===== config.mk =====
export PLATFORM = sky130hd
export DESIGN_NAME = wb_arbiter_qos
export DESIGN_NICKNAME = d
export VERILOG_FILES = /design/src/rtl/wb_arb_pkg.sv /design/src/rtl/wb_arb_pick.sv /design/src/rtl/wb_arbiter_qos.sv
export SDC_FILE = /design/constraint.sdc
export NUM_CORES = 1
export LEC_CHECK = 0
export CAP_MARGIN = 0
export CORE_AREA = 10 10 124 126
export CTS_CLUSTER_SIZE = 14
export DETAILED_ROUTE_END_ITERATION = 8
export DIE_AREA = 0 0 134 136
export DONT_BUFFER_PORTS = 1
export GPL_ROUTABILITY_DRIVEN = 0
export PLACE_DENSITY = 0.39
export SETUP_SLACK_MARGIN = 0.05
export SLEW_MARGIN = 20
export SYNTH_ARGS = -nofsm -noshare
export SYNTH_HDL_FRONTEND = slang
export SYNTH_HIERARCHICAL = 1
export SYNTH_SLANG_ARGS = --single-unit

===== constraint.sdc =====
create_clock -name wb_clk_i -period 4.78 [get_ports wb_clk_i]
set_input_delay 0.478 -clock wb_clk_i [delete_from_list [all_inputs] [get_ports wb_clk_i]]
set_output_delay 0.478 -clock wb_clk_i [all_outputs]
set_load 0.02 [all_outputs]

===== src/rtl/wb_arb_pkg.sv =====
// Shared definitions for the QoS Wishbone arbiter: FSM states, arbitration
// mode encodings and the watchdog counter width.
package wb_arb_pkg;

  localparam int unsigned MODE_RR    = 0;
  localparam int unsigned MODE_FIXED = 1;
  localparam int unsigned WDOG_W     = 16;

  typedef enum logic [1:0] {
    StIdle,
    StBusy,
    StTmo
  } arb_state_e;

endpackage


===== src/rtl/wb_arb_pick.sv =====
// Combinational winner selection: round-robin (first requester after last,
// wrapping) or fixed priority (lowest index).
module wb_arb_pick #(
  parameter int unsigned NumMasters = 2,
  parameter int unsigned IdxW       = 1
) (
  input  logic [NumMasters-1:0] req_i,
  input  logic [IdxW-1:0]       last_i,
  input  logic                  mode_i,
  output logic                  valid_o,
  output logic [IdxW-1:0]       idx_o
);

  logic [2*NumMasters-1:0] dbl;
  logic [NumMasters-1:0]   rot;
  int unsigned             start;
  int unsigned             hit;

  always_comb begin
    dbl     = {req_i, req_i};
    start   = (32'(last_i) + 1 >= NumMasters) ? 0 : 32'(last_i) + 1;
    // Rotating the doubled vector puts the RR start position at bit 0.
    rot     = NumMasters'(dbl >> start);
    valid_o = |req_i;
    hit     = 0;
    if (mode_i) begin
      for (int i = NumMasters - 1; i >= 0; i--) begin
        if (req_i[i]) hit = i;
      end
    end else begin
      for (int i = NumMasters - 1; i >= 0; i--) begin
        if (rot[i]) hit = i;
      end
      hit = hit + start;
      if (hit >= NumMasters) hit = hit - NumMasters;
    end
    idx_o = IdxW'(hit);
  end

endmodule


===== src/rtl/wb_arbiter_qos.sv =====
// Wishbone B4 N-to-1 arbiter with selectable RR/fixed-priority arbitration and a
// per-transaction watchdog that errors out a stalled cycle to its owner.
module wb_arbiter_qos
  import wb_arb_pkg::*;
#(
  parameter int unsigned dw             = 32,
  parameter int unsigned aw             = 32,
  parameter int unsigned num_masters    = 2,
  parameter int unsigned mode           = MODE_RR,
  parameter int unsigned timeout_cycles = 255
) (
  input  logic                        wb_clk_i,
  input  logic                        wb_rst_i,
  input  logic [num_masters*aw-1:0]   wbm_adr_i,
  input  logic [num_masters*dw-1:0]   wbm_dat_i,
  input  logic [num_masters*dw/8-1:0] wbm_sel_i,
  input  logic [num_masters-1:0]      wbm_we_i,
  input  logic [num_masters-1:0]      wbm_cyc_i,
  input  logic [num_masters-1:0]      wbm_stb_i,
  input  logic [num_masters*3-1:0]    wbm_cti_i,
  input  logic [num_masters*2-1:0]    wbm_bte_i,
  output logic [num_masters*dw-1:0]   wbm_dat_o,
  output logic [num_masters-1:0]      wbm_ack_o,
  output logic [num_masters-1:0]      wbm_err_o,
  output logic [num_masters-1:0]      wbm_rty_o,
  output logic [aw-1:0]               wbs_adr_o,
  output logic [dw-1:0]               wbs_dat_o,
  output logic [dw/8-1:0]             wbs_sel_o,
  output logic                        wbs_we_o,
  output logic                        wbs_cyc_o,
  output logic                        wbs_stb_o,
  output logic [2:0]                  wbs_cti_o,
  output logic [1:0]                  wbs_bte_o,
  input  logic [dw-1:0]               wbs_dat_i,
  input  logic                        wbs_ack_i,
  input  logic                        wbs_err_i,
  input  logic                        wbs_rty_i,
  output logic [num_masters-1:0]      grant_o,
  output logic                        timeout_o
);

  localparam int unsigned SelW = dw / 8;
  localparam int unsigned IdxW = (num_masters > 1) ? $clog2(num_masters) : 1;
  localparam logic [WDOG_W:0] TmoLimit = (WDOG_W + 1)'(timeout_cycles);
  localparam bit WdogEn    = (timeout_cycles != 0);
  localparam bit ModeFixed = (mode == MODE_FIXED);

  arb_state_e              state_q, state_d;
  logic [IdxW-1:0]         owner_q, owner_d;
  logic [IdxW-1:0]         last_q, last_d;
  logic [WDOG_W-1:0]       cnt_q, cnt_d;
  logic [WDOG_W:0]         cnt_inc;
  logic [num_masters-1:0]  owner_oh;
  logic                    own_cyc, own_stb, slv_rsp, busy;
  logic                    pick_valid;
  logic [IdxW-1:0]         pick_idx;

  wb_arb_pick #(
    .NumMasters (num_masters),
    .IdxW       (IdxW)
  ) u_pick (
    .req_i   (wbm_cyc_i),
    .last_i  (last_q),
    .mode_i  (ModeFixed),
    .valid_o (pick_valid),
    .idx_o   (pick_idx)
  );

  // Owner decode and slave-side mux; idle shows the last owner's inputs.
  always_comb begin
    owner_oh  = '0;
    wbs_adr_o = wbm_adr_i[aw-1:0];
    wbs_dat_o = wbm_dat_i[dw-1:0];
    wbs_sel_o = wbm_sel_i[SelW-1:0];
    wbs_we_o  = wbm_we_i[0];
    wbs_cti_o = wbm_cti_i[2:0];
    wbs_bte_o = wbm_bte_i[1:0];
    for (int i = 0; i < num_masters; i++) begin
      if (owner_q == IdxW'(i)) begin
        owner_oh[i] = 1'b1;
        wbs_adr_o   = wbm_adr_i[i*aw +: aw];
        wbs_dat_o   = wbm_dat_i[i*dw +: dw];
        wbs_sel_o   = wbm_sel_i[i*SelW +: SelW];
        wbs_we_o    = wbm_we_i[i];
        wbs_cti_o   = wbm_cti_i[i*3 +: 3];
        wbs_bte_o   = wbm_bte_i[i*2 +: 2];
      end
    end
  end

  always_comb begin
    busy      = (state_q == StBusy);
    own_cyc   = |(owner_oh & wbm_cyc_i);
    own_stb   = |(owner_oh & wbm_stb_i);
    slv_rsp   = wbs_ack_i | wbs_err_i | wbs_rty_i;
    wbs_cyc_o = busy & own_cyc;
    wbs_stb_o = busy & own_stb;
    wbm_dat_o = {num_masters{wbs_dat_i}};
    wbm_ack_o = busy ? (owner_oh & {num_masters{wbs_ack_i}}) : '0;
    wbm_rty_o = busy ? (owner_oh & {num_masters{wbs_rty_i}}) : '0;
    wbm_err_o = '0;
    if (busy) begin
      wbm_err_o = owner_oh & {num_masters{wbs_err_i}};
    end else if (state_q == StTmo) begin
      wbm_err_o = owner_oh;
    end
    grant_o   = (state_q == StIdle) ? '0 : owner_oh;
    timeout_o = (state_q == StTmo);
  end

  always_comb begin
    state_d = state_q;
    owner_d = owner_q;
    last_d  = last_q;
    cnt_d   = cnt_q;
    cnt_inc = {1'b0, cnt_q} + 1'b1;
    unique case (state_q)
      StIdle: begin
        if (pick_valid) begin
          owner_d = pick_idx;
          cnt_d   = '0;
          state_d = StBusy;
        end
      end
      StBusy: begin
        // Owner release beats a response, which beats the watchdog.
        if (!own_cyc) begin
          last_d  = owner_q;
          state_d = StIdle;
        end else if (slv_rsp) begin
          cnt_d = '0;
        end else if (own_stb) begin
          cnt_d = cnt_inc[WDOG_W-1:0];
          if (WdogEn && (cnt_inc == TmoLimit)) state_d = StTmo;
        end
      end
      StTmo: begin
        last_d  = owner_q;
        cnt_d   = '0;
        state_d = StIdle;
      end
      default: state_d = StIdle;
    endcase
  end

  always_ff @(posedge wb_clk_i) begin
    if (wb_rst_i) begin
      state_q <= StIdle;
      owner_q <= '0;
      last_q  <= IdxW'(num_masters - 1);
      cnt_q   <= '0;
    end else begin
      state_q <= state_d;
      owner_q <= owner_d;
      last_q  <= last_d;
      cnt_q   <= cnt_d;
    end
  end

endmodule


==> results of run 1 <==
through the flow:
step | hold slack [ns] | instance area, um2 | worst slack [ns] | utilization, % | power, W
after global placement | 0.485 | 2500 | 2.23 | 19.3 | 0.000437
after detailed placement | 0.485 | 2500 | 2.12 | 19.3 | 0.000439
after global routing | 0.286 | 2580 | 1.88 | 19.9 | 0.000636
final | 0.301 | 2580 | 2.16 | 19.9 | 0.000608
after floorplan | 0.464 | 2900 | 2.81 | - | 0.000463
after CTS | 0.283 | 2580 | 2.11 | 19.9 | 0.000619
cells by family (layout without fill, tap and decap cells):
group / after synthesis / after routing
buffers and inverters: 95 / 10
other: 1 / 3
adders and majority gates: 6 / 6
xor gates and xnor gates: 5 / 5
DFF: 20 / 20
and+or+nand+nor: 88 / 88
AOI/OAI and AO/OA: 53 / 53
muxes: 79 / 79
state kept, by name, summed over array words and instances (netlist names):
register and count:
cnt_q 16, last_q 1, state_q 2, owner_q 1
layout make-up:
type	instances	area [um2]
fillers	1430	10400
multi-input cells	232	1850
flip-flops and latches	20	404
well taps	176	220
clock buffers	4	78.8
inverters	6	22.5
diodes	2	5.00
cells in the final DEF, fill, tap and decap left out, drive strengths merged, types with 7 or more instances in the layout:
cell type and n:
a21oi 19, nor4 10, nor2 21, nor3 9, o21ai 14, mux2 74
nand2 14, nand4 7, dfxtp 20
power by group through the flow:
stage	combinational, W	clock [W]	sequential [W]
after floorplan	0.000288	0	0.000175
after global placement	0.000246	0	0.000191
after detailed placement	0.000247	0	0.000192
after CTS	0.000247	0.000183	0.000189
after global routing	0.000254	0.000192	0.000190
final	0.000240	0.000179	0.000189
critical path: stages, from the launching register on:
cell      delay, ns
dfxtp_4        0.97
mux2i_1        0.26
a21o_1         0.25
a21o_1         0.29
nor2_4         0.33
o21ai_0        0.14
a311oi_1       0.27
per-layer routing:
metal  global-route usage (%)  wire length, um
met5                        0                0
met4                     2.96              206
met3                     7.01             1760
met2                     20.1             6280
met1                     14.4             4850
worst max-delay path by stage:
stage / to / slack, ns / depth (start not counted)
2_1_floorplan: wbs_adr_o[0] / 2.81 / 4
3_3_place_gp: cnt_q[6]$_SDFFE_PP0P_ / 2.23 / 6
3_5_place_dp: cnt_q[12]$_SDFFE_PP0P_ / 2.12 / 6
4_1_cts: cnt_q[6]$_SDFFE_PP0P_ / 2.11 / 6
5_1_grt: cnt_q[6]$_SDFFE_PP0P_ / 1.88 / 6
6_report: cnt_q[6]$_SDFFE_PP0P_ / 2.16 / 6
==> out/results.txt, run 1 <==
CTS max path bufs = 2
Seq/Total Area, Yosys = 13.8%
CTS Buf Count = 3
Sequential power share = 31.0%
Min cycle time layout = 2.62 ns
Core area = 0.0130 mm2
CTS tree = yes
Nets = 457
CP Capture Type = register
Largest net degree at the start of global routing = 87
Asr flop ratio synth = 0%
Post-Synth Adder-Cell Area = 2.54%
Net Switching = 0.000248 W
First-pass GRT wire length = 17,100 um
Fin crit share = 54.8%
Root Driver = clkbuf_16
Hold Path Class = input port to register
Post-route DRC = 0
Switch share = 40.8%
1st-pass router iterations = 4
Antenna Nets Post-Route = 0
Logic pwr share = 39.6%
CTS Hold Bufs = 0
Final Setup Violations = 0
Top cell type's share of synthesized area = 28.7%
Worst Path Arrival = 2.79 ns
Maximum vdd drop = 112 uV
Sum of net half-perimeters after detailed placement = 11,600 um
Library cells used by synthesis = 52
# port buffers = 0
Fin. Hold Viols = 0
Die W = 134 um
Clock network power share = 29.4%
Synth area leaders = mux2_2 29%, buf_4 17%, dfxtp_1 14%
Combinational family with the most area after synthesis = multiplexers
Starting density of the core = 22.4%
Cell-internal power = 0.000360 W
Gr usage total = 12.6%
Slew Limit Fails = 0
RSZ-0062 raised after global routing = false
Cell Rows = 42
Count of flip-flops with a built-in enable after synthesis = 0
Vias per cell = 5.11
Most common library cells after synthesis = 74 x mux2_2, 66 x buf_4, 20 x dfxtp_1, 20 x nor2_1, 18 x a21oi_1
Total congestion overflow = 0
Setup TNS = 0 ns
Warnings, synthesis = 6
Worst Clk Skew = 0.00558 ns
Worst Hold Path Cells = 1
DR vias = 2,249
Ports = 338
Vias in the first global route = 2,093
Sink Count = 20
Die H = 136 um
Skew-Pair Late Insertion Delay = 0.25 ns
Critical path class = register to register
Synth Register Bits = 20
Placed Cells incl. Taps = 434
Synthesized area = 0.00290 mm2
Worst endpoint required time = 4.95 ns
H-tree levels = 1
Post-Route WL = 13,100 um
Post-CTS sizing = 0
Relative slew margins = 34.2%
Hold Crit Start = wb_rst_i
Startpoint types = register
Hold Path End = owner_q$_SDFFE_PP0P_
Syn_nets = 541
Worst Path Max Fanout = 86
Mux share of post-synthesis cell area = 30.4%
Routed WL per cell = 29.8 um
DRT iter0 DRCs = 130
Post-synthesis compound-gate area fraction = 11.7%
R2R Path End = cnt_q[6]$_SDFFE_PP0P_
Proportion of layout cells with a drive suffix above 1 = 34.4%
Syn avg cell area = 8.37 um2
Max frequency = 382 MHz
Xor and xnor area share after synthesis = 1.51%
Most frequent cell after synthesis = mux2_2
Post-CTS Setup Repair Bufs = 0
Die area = 0.0182 mm2
Reg2reg path depth = 6
RR Startpoint = owner_q$_SDFFE_PP0P_
Power Density = 235 mW/mm2
Antenna violations before repair = 1
Reg2Reg Setup Slack = 2.16 ns
Syn Inst Count = 347
Leak = 0.801 nW
Simple-Gate Fraction of Synth Area = 17.5%
Clock Pin Slew Worst Setup and Hold Paths = 0.06 ns
Worst-margin pin slew = 0.988 ns
Area growth syn-to-layout = -11.0%
Status = completed
Area leader, netlist = mux2_2
Crit path from = owner_q$_SDFFE_PP0P_
Max_cap viols = 0
Main synth FF type = dfxtp_1
Fin cells = 440
No activity file was read; power rests on OpenSTA's default activity.
==> run 2, diff against run 1 <==
- clock period: 4.78 -> 2.7 ns (I/O delays scaled with it)
==> run 2 against run 1 <==
  * Via count decreased by 1.3%
  * Sequential share of layout area down 0.075 points
  * Combinational power increased by 91%
  * First-iteration DRC count increased by 9.2%
  * Worst setup slack worse by 1.7 ns
  * Count of clock-buffer cells in the layout is the same
  * Critical path depth up 1
  * Die area unchanged
  * Flip-flop and latch count did not move
  * Cell count decreased by 0.23%
  * Global-route usage rose by 0.089 points
  * Highest routed layer unchanged
==> out/results.txt, run 2 (synthesis results as in run 1) <==
Grt peak-use layer = met2
Power Density = 430 mW/mm2 (+83%)
Multi-input gate area = 0.00185 mm2 (unchanged)
Reg2Reg Setup Slack = 0.42 ns (-1.74 ns)
Status = completed
Clock Pin Slew Worst Setup and Hold Paths = 0.06 ns (about the same)
RR Startpoint = cnt_q[1]$_SDFFE_PP0P_
Sequential power share = 27.4% (-3.6 points)
Vias in the first global route = 2,176 (+4.0%)
Most frequent cells in the layout = 74 x mux2_2, 20 x nor2_1, 19 x dfxtp_1, 18 x a21oi_1, 14 x nand2_1
Starting density of the core = 22.4% (unchanged)
Max frequency = 438 MHz (+15%)
Antenna Nets Post-Route = 0 (unchanged)
Max reg flops = 16 (unchanged)
Worst Path Arrival = 2.45 ns (-0.34 ns)
Post-CTS Setup Repair Bufs = 0 (unchanged)
Logic pwr share = 41.0% (+1.4 points)
CTS max path bufs = 2 (unchanged)
Gr usage total = 12.7% (+0.089 points)
Die W = 134 um (unchanged)
Root Driver = clkbuf_16
First-pass GRT wire length = 17,200 um (+0.73%)
Slew Limit Fails = 0 (unchanged)
Nets = 458 (+0.22%)
Met3 usage = 6.61% (-0.41 points)
Die H = 136 um (unchanged)
Reg2reg path depth = 7 (+1)
Critical path class = register to register
Worst path max stage delay = 0.45 ns (-0.52 ns)
Startpoint types = register
Clock network power share = 31.6% (+2.2 points)
Most flop-heavy register = cnt_q
H-tree levels = 1 (unchanged)
Hold Path Class = input port to register
Hold Path End = cnt_q[7]$_SDFFE_PP0P_
Sequential cell area = 404 um2 (unchanged)
Cell repeated most along the worst path = nor4_2
Fill count = 1,432 (+0.14%)
CTS Hold Bufs = 0 (unchanged)
Post-CTS sizing = 0 (unchanged)
CTS Buf Count = 3 (unchanged)
DRT iter0 DRCs = 142 (+9.2%)
Grt met2 use = 20.0% (-0.11 points)
Min cycle time layout = 2.28 ns (-0.339 ns)
Post-Route WL = 13,200 um (+0.74%)
Cells along the critical path = ha_1, nand3_1, nor4_2, xor2_1, nor4_2, nand4_1, a221oi_2
Biggest regs = cnt_q x16, state_q x2
Max_cap viols = 0 (unchanged)
Hold_ws = 0.0779 ns (-0.223 ns)
Routed WL per cell = 30.1 um (+0.97%)
Crit path from = cnt_q[1]$_SDFFE_PP0P_
Cell-internal power = 0.000663 W (+84%)
Final Setup Violations = 0 (unchanged)
Worst endpoint required time = 2.87 ns (-2.08 ns)
Area growth syn-to-layout = -10.6%
Commonest non-fill, non-tap cell in the layout = mux2_2
RSZ-0062 raised after global routing = false
Worst Hold Path Cells = 1 (unchanged)
Maximum vdd drop = 132 uV (+17%)
Antenna violations before repair = 0 (-1)
Crit path max-delay family = simple AND/OR/NAND/NOR gates
Skew-Pair Late Insertion Delay = 0.26 ns (about the same)
Sink Count = 20 (unchanged)
Total power = 0.00112 W (+84%)
CTS tree = yes
Worst-margin pin slew = 0.880 ns (-0.108 ns)
Worst Clk Skew = 0.00691 ns (+0.00133 ns)
Met1 usage = 14.4% (about the same)
Core area = 0.0130 mm2 (unchanged)
Hold Crit Start = wb_rst_i
DR vias = 2,220 (-1.3%)
R2R Path End = state_q[1]$_SDFFE_PP0P_
Largest net degree at the start of global routing = 81 (-6.9%)
Worst Path Max Fanout = 9 (-90%)
Vias per cell = 5.06 (-1.1%)
Leak = 0.812 nW (+1.4%)
Fin crit share = 84.5% (+30 points)
Diode count = 0 (-2)
Setup TNS = 0 ns (unchanged)
# port buffers = 0 (unchanged)
Total congestion overflow = 0 (unchanged)
Switch share = 40.7% (-0.16 points)
Sum of net half-perimeters after detailed placement = 11,600 um (+0.39%)
Net Switching = 0.000454 W (+83%)
Die area = 0.0182 mm2 (unchanged)
Proportion of layout cells with a drive suffix above 1 = 35.0% (+0.63 points)
CP Buf/Inv Count = 0 (unchanged)
Relative slew margins = 41.3% (+7.2 points)
Post-route DRC = 0 (unchanged)
1st-pass router iterations = 4 (unchanged)
CP Capture Type = register
Fin. Hold Viols = 0 (unchanged)
Ports = 338 (unchanged)
CP max-delay cell = dfxtp_1
Cell Rows = 42 (unchanged)
-- run 2: worst max path at each step --
stage	to	slack (ns)	cells after the start
after detailed placement	state_q[1]$_SDFFE_PP0P_	0.44	7
final	state_q[1]$_SDFFE_PP0P_	0.42	7
after CTS	state_q[1]$_SDFFE_PP0P_	0.43	7
after global placement	state_q[1]$_SDFFE_PP0P_	0.51	7
after global routing	state_q[1]$_SDFFE_PP0P_	0.14	7
after floorplan	state_q[1]$_SDFFE_PP0P_	0.78	8
-- run 2: power groups by stage --
stage	clock network, W	registers (W)	logic [W]
3_5_place_dp	0	0.000313	0.000470
3_3_place_gp	0	0.000313	0.000469
6_report	0.000353	0.000306	0.000458
2_1_floorplan	0	0.000310	0.000510
5_1_grt	0.000375	0.000307	0.000484
4_1_cts	0.000362	0.000307	0.000471
-- run 2: worst register-to-register path, stage by stage, from the launching register on --
cell and delay [ns]:
dfxtp_1 0.45, ha_1 0.33, nand3_1 0.32, nor4_2 0.38, xor2_1 0.13, nor4_2 0.21
nand4_1 0.15, a221oi_2 0.23
-- run 2: per-layer routing --
layer	vias up	wire, um
li1	1017	-
met1	1024	5100
met2	161	6140
met3	18	1590
met4	0	366
met5	-	0
-- run 2: area by class of cell --
cell class,instances,area share [%]
Sequential cell,20,15.6
Clock buffer,4,3.42
Timing Repair Buffer,1,0.289
Inverter,6,0.867
Tap cell,176,8.48
Multi-Input combinational cell,232,71.4
-- run 2: metrics by stage --
stage	worst slack, ns	instances	cell area [um2]	utilization [%]
floorplan	0.782	347	2900	-
global placement	0.513	435	2510	19.3
detailed placement	0.445	435	2510	19.3
CTS	0.432	439	2600	20.0
global route	0.139	439	2600	20.0
finish	0.419	439	2600	20.0
==> run 3, diff against run 2 <==
- PLACE_DENSITY: 0.39 -> 0.4
- clock period: 2.7 -> 2 ns (I/O delays scaled with it)
==> run 3 against run 2 <==
  * Register-to-register slack worse by 0.26 ns
  * Cell count is 11% higher
  * Worst setup slack worse by 0.30 ns
  * Die area stayed put
  * Count of clock-buffer cells in the layout stayed put
  * Critical path depth is 5 lower
  * Sequential share of layout area is 1.7 points lower
  * Combinational power is 46% higher
  * Core utilization is 4.0 points higher
  * Highest routed layer is now met5
==> out/results.txt, run 3 (synthesis results as in run 1) <==
Status = completed
H-tree levels = 1 (unchanged)
Power Density = 499 mW/mm2 (+16%)
# port buffers = 0 (unchanged)
Reg2reg path depth = 7 (unchanged)
Most flop-heavy register = cnt_q
CP Buf/Inv Count = 1 (+1)
Starting density of the core = 22.4% (unchanged)
Total congestion overflow = 0 (unchanged)
Layout Utilization = 24.0% (+4.0 points)
Worst Path Max Fanout = 75 (+66)
Fin. Hold Viols = 0 (unchanged)
First-pass GRT wire length = 18,000 um (+4.5%)
Antenna Nets Post-Route = 0 (unchanged)
Post-route DRC = 0 (unchanged)
Worst path max stage delay = 0.51 ns (+0.06 ns)
Worst Hold Path Cells = 1 (unchanged)
Min cycle time layout = 1.88 ns
Fin crit share = 93.9%
Total power = 0.00155 W (+39%)
Root Driver = clkbuf_16
Setup TNS = 0 ns (unchanged)
Max frequency = 532 MHz
Vias per cell = 5.03 (-0.60%)
Hold Path Class = input port to register
CTS tree = yes
Crit path max-delay family = multiplexers
CP Capture Type = primary output
Leak = 1.08 nW (+33%)
1st-pass router iterations = 4 (unchanged)
Placement Cell Area = 0.00277 mm2 (+10%)
Commonest non-fill, non-tap cell in the layout = mux2_2
Gr usage total = 13.4% (+0.67 points)
Relative slew margins = 59.0% (+18 points)
Antenna violations before repair = 8 (+8)
Startpoint types = register
Maximum vdd drop = 249 uV (+89%)
Most frequent cells in the layout = 74 x mux2_2, 41 x buf_4, 20 x nor2_1, 18 x a21oi_1, 14 x nand2_1
Proportion of layout cells with a drive suffix above 1 = 53.3% (+18 points)
Largest net degree at the start of global routing = 76 (-6.2%)
Hold_ws = 0.00721 ns (-0.0707 ns)
Clock Pin Slew Worst Setup and Hold Paths = 0.06 ns (about the same)
CTS max path bufs = 2 (unchanged)
Core area = 0.0130 mm2 (unchanged)
CP max-delay cell = mux2_2
Routed WL per cell = 29.0 um (-3.4%)
Die H = 136 um (unchanged)
Biggest regs = cnt_q x16, state_q x2
Cells along the critical path = buf_6, mux2_2
Skew-Pair Late Insertion Delay = 0.26 ns (about the same)
Final Setup Violations = 0 (unchanged)
Sum of net half-perimeters after detailed placement = 12,300 um (+6.0%)
Reg2Reg Setup Slack = 0.16 ns (-0.26 ns)
Post-Route WL = 14,200 um (+7.6%)
Die W = 134 um (unchanged)
Die area = 0.0182 mm2 (unchanged)
Ports = 338 (unchanged)
Worst-margin pin slew = 0.615 ns (-0.265 ns)
Worst Clk Skew = 0.00469 ns (-0.00222 ns)
DR vias = 2,458 (+11%)
Cell Rows = 42 (unchanged)
Finished layout cell area = 0.00311 mm2 (+20%)
Critical Path Stages = 2 (-5)
Worst Path Arrival = 1.68 ns (-0.77 ns)
Nets = 501 (+9.4%)
Vias in the first global route = 2,345 (+7.8%)
Worst endpoint required time = 1.80 ns (-1.07 ns)
DRT iter0 DRCs = 103 (-27%)
Fill count = 1,396 (-2.5%)
Max_cap viols = 0 (unchanged)
Critical path class = register to primary output
RSZ-0062 raised after global routing = true
Slew Limit Fails = 0 (unchanged)
Max reg flops = 16 (unchanged)
CTS Buf Count = 3 (unchanged)
Sink Count = 20 (unchanged)
Area growth syn-to-layout = 7.11%
-- run 3: cell types whose count changed in the layout (fill, tap and decap cells not counted), sizes merged --
cell	delta
dlygate4sd3	+1
nor2	+1
diode	+7
buf	+41
-- run 3: where the power goes --
group / total [W] / internal [W] / switching (W)
Clock: 0.000476 / 0.000306 / 0.000170
Sequential: 0.000406 / 0.000400 / 0.00000584
Combinational: 0.000669 / 0.000230 / 0.000439
Total: 0.00155 / 0.000936 / 0.000615
-- run 3: repair_timing --
action	CTS	global route
setup endpoints to repair	74	14
resized for setup	11	35
buffers inserted	1	5
cloned	0	1
pin swaps	2	16
endpoints found under the hold margin	0	3
hold buffers	0	1
-- run 3: final timing paths --
check	from	end
hold / removal	wb_rst_i	cnt_q[3]$_SDFFE_PP0P_
setup / recovery	owner_q$_SDFFE_PP0P_	wbs_dat_o[27]
setup reg to reg	cnt_q[5]$_SDFFE_PP0P_	state_q[1]$_SDFFE_PP0P_
hold reg to reg	state_q[1]$_SDFFE_PP0P_	state_q[1]$_SDFFE_PP0P_
-- run 3: cell type report --
cell class	instances	area (um2)	share of cell area, %
flip-flops and latches	20	430	13.8
inverters	6	22.5	0.724
multi-input cells	233	2000	64.3
diodes	7	17.5	0.563
repair buffers	43	329	10.6
clock buffers	4	88.8	2.86
well taps	176	220	7.08
-- run 3: per-layer routing --
metal,GRT usage [%],up-vias,wire (um)
met2,21.1,165,6820
li1,-,1110,-
met5,0,-,13
met1,14.7,1166,5370
met3,7.56,15,1680
met4,5.14,2,310
-- run 3: stage by stage --
| stage | std cells | setup slack (ns) |
|---|---|---|
| floorplan | 347 | 0.0819 |
| global placement | 470 | 0.0483 |
| detailed placement | 470 | 0.0368 |
| CTS | 475 | 0.0513 |
| global route | 487 | 0.0133 |
| finish | 489 | 0.122 |
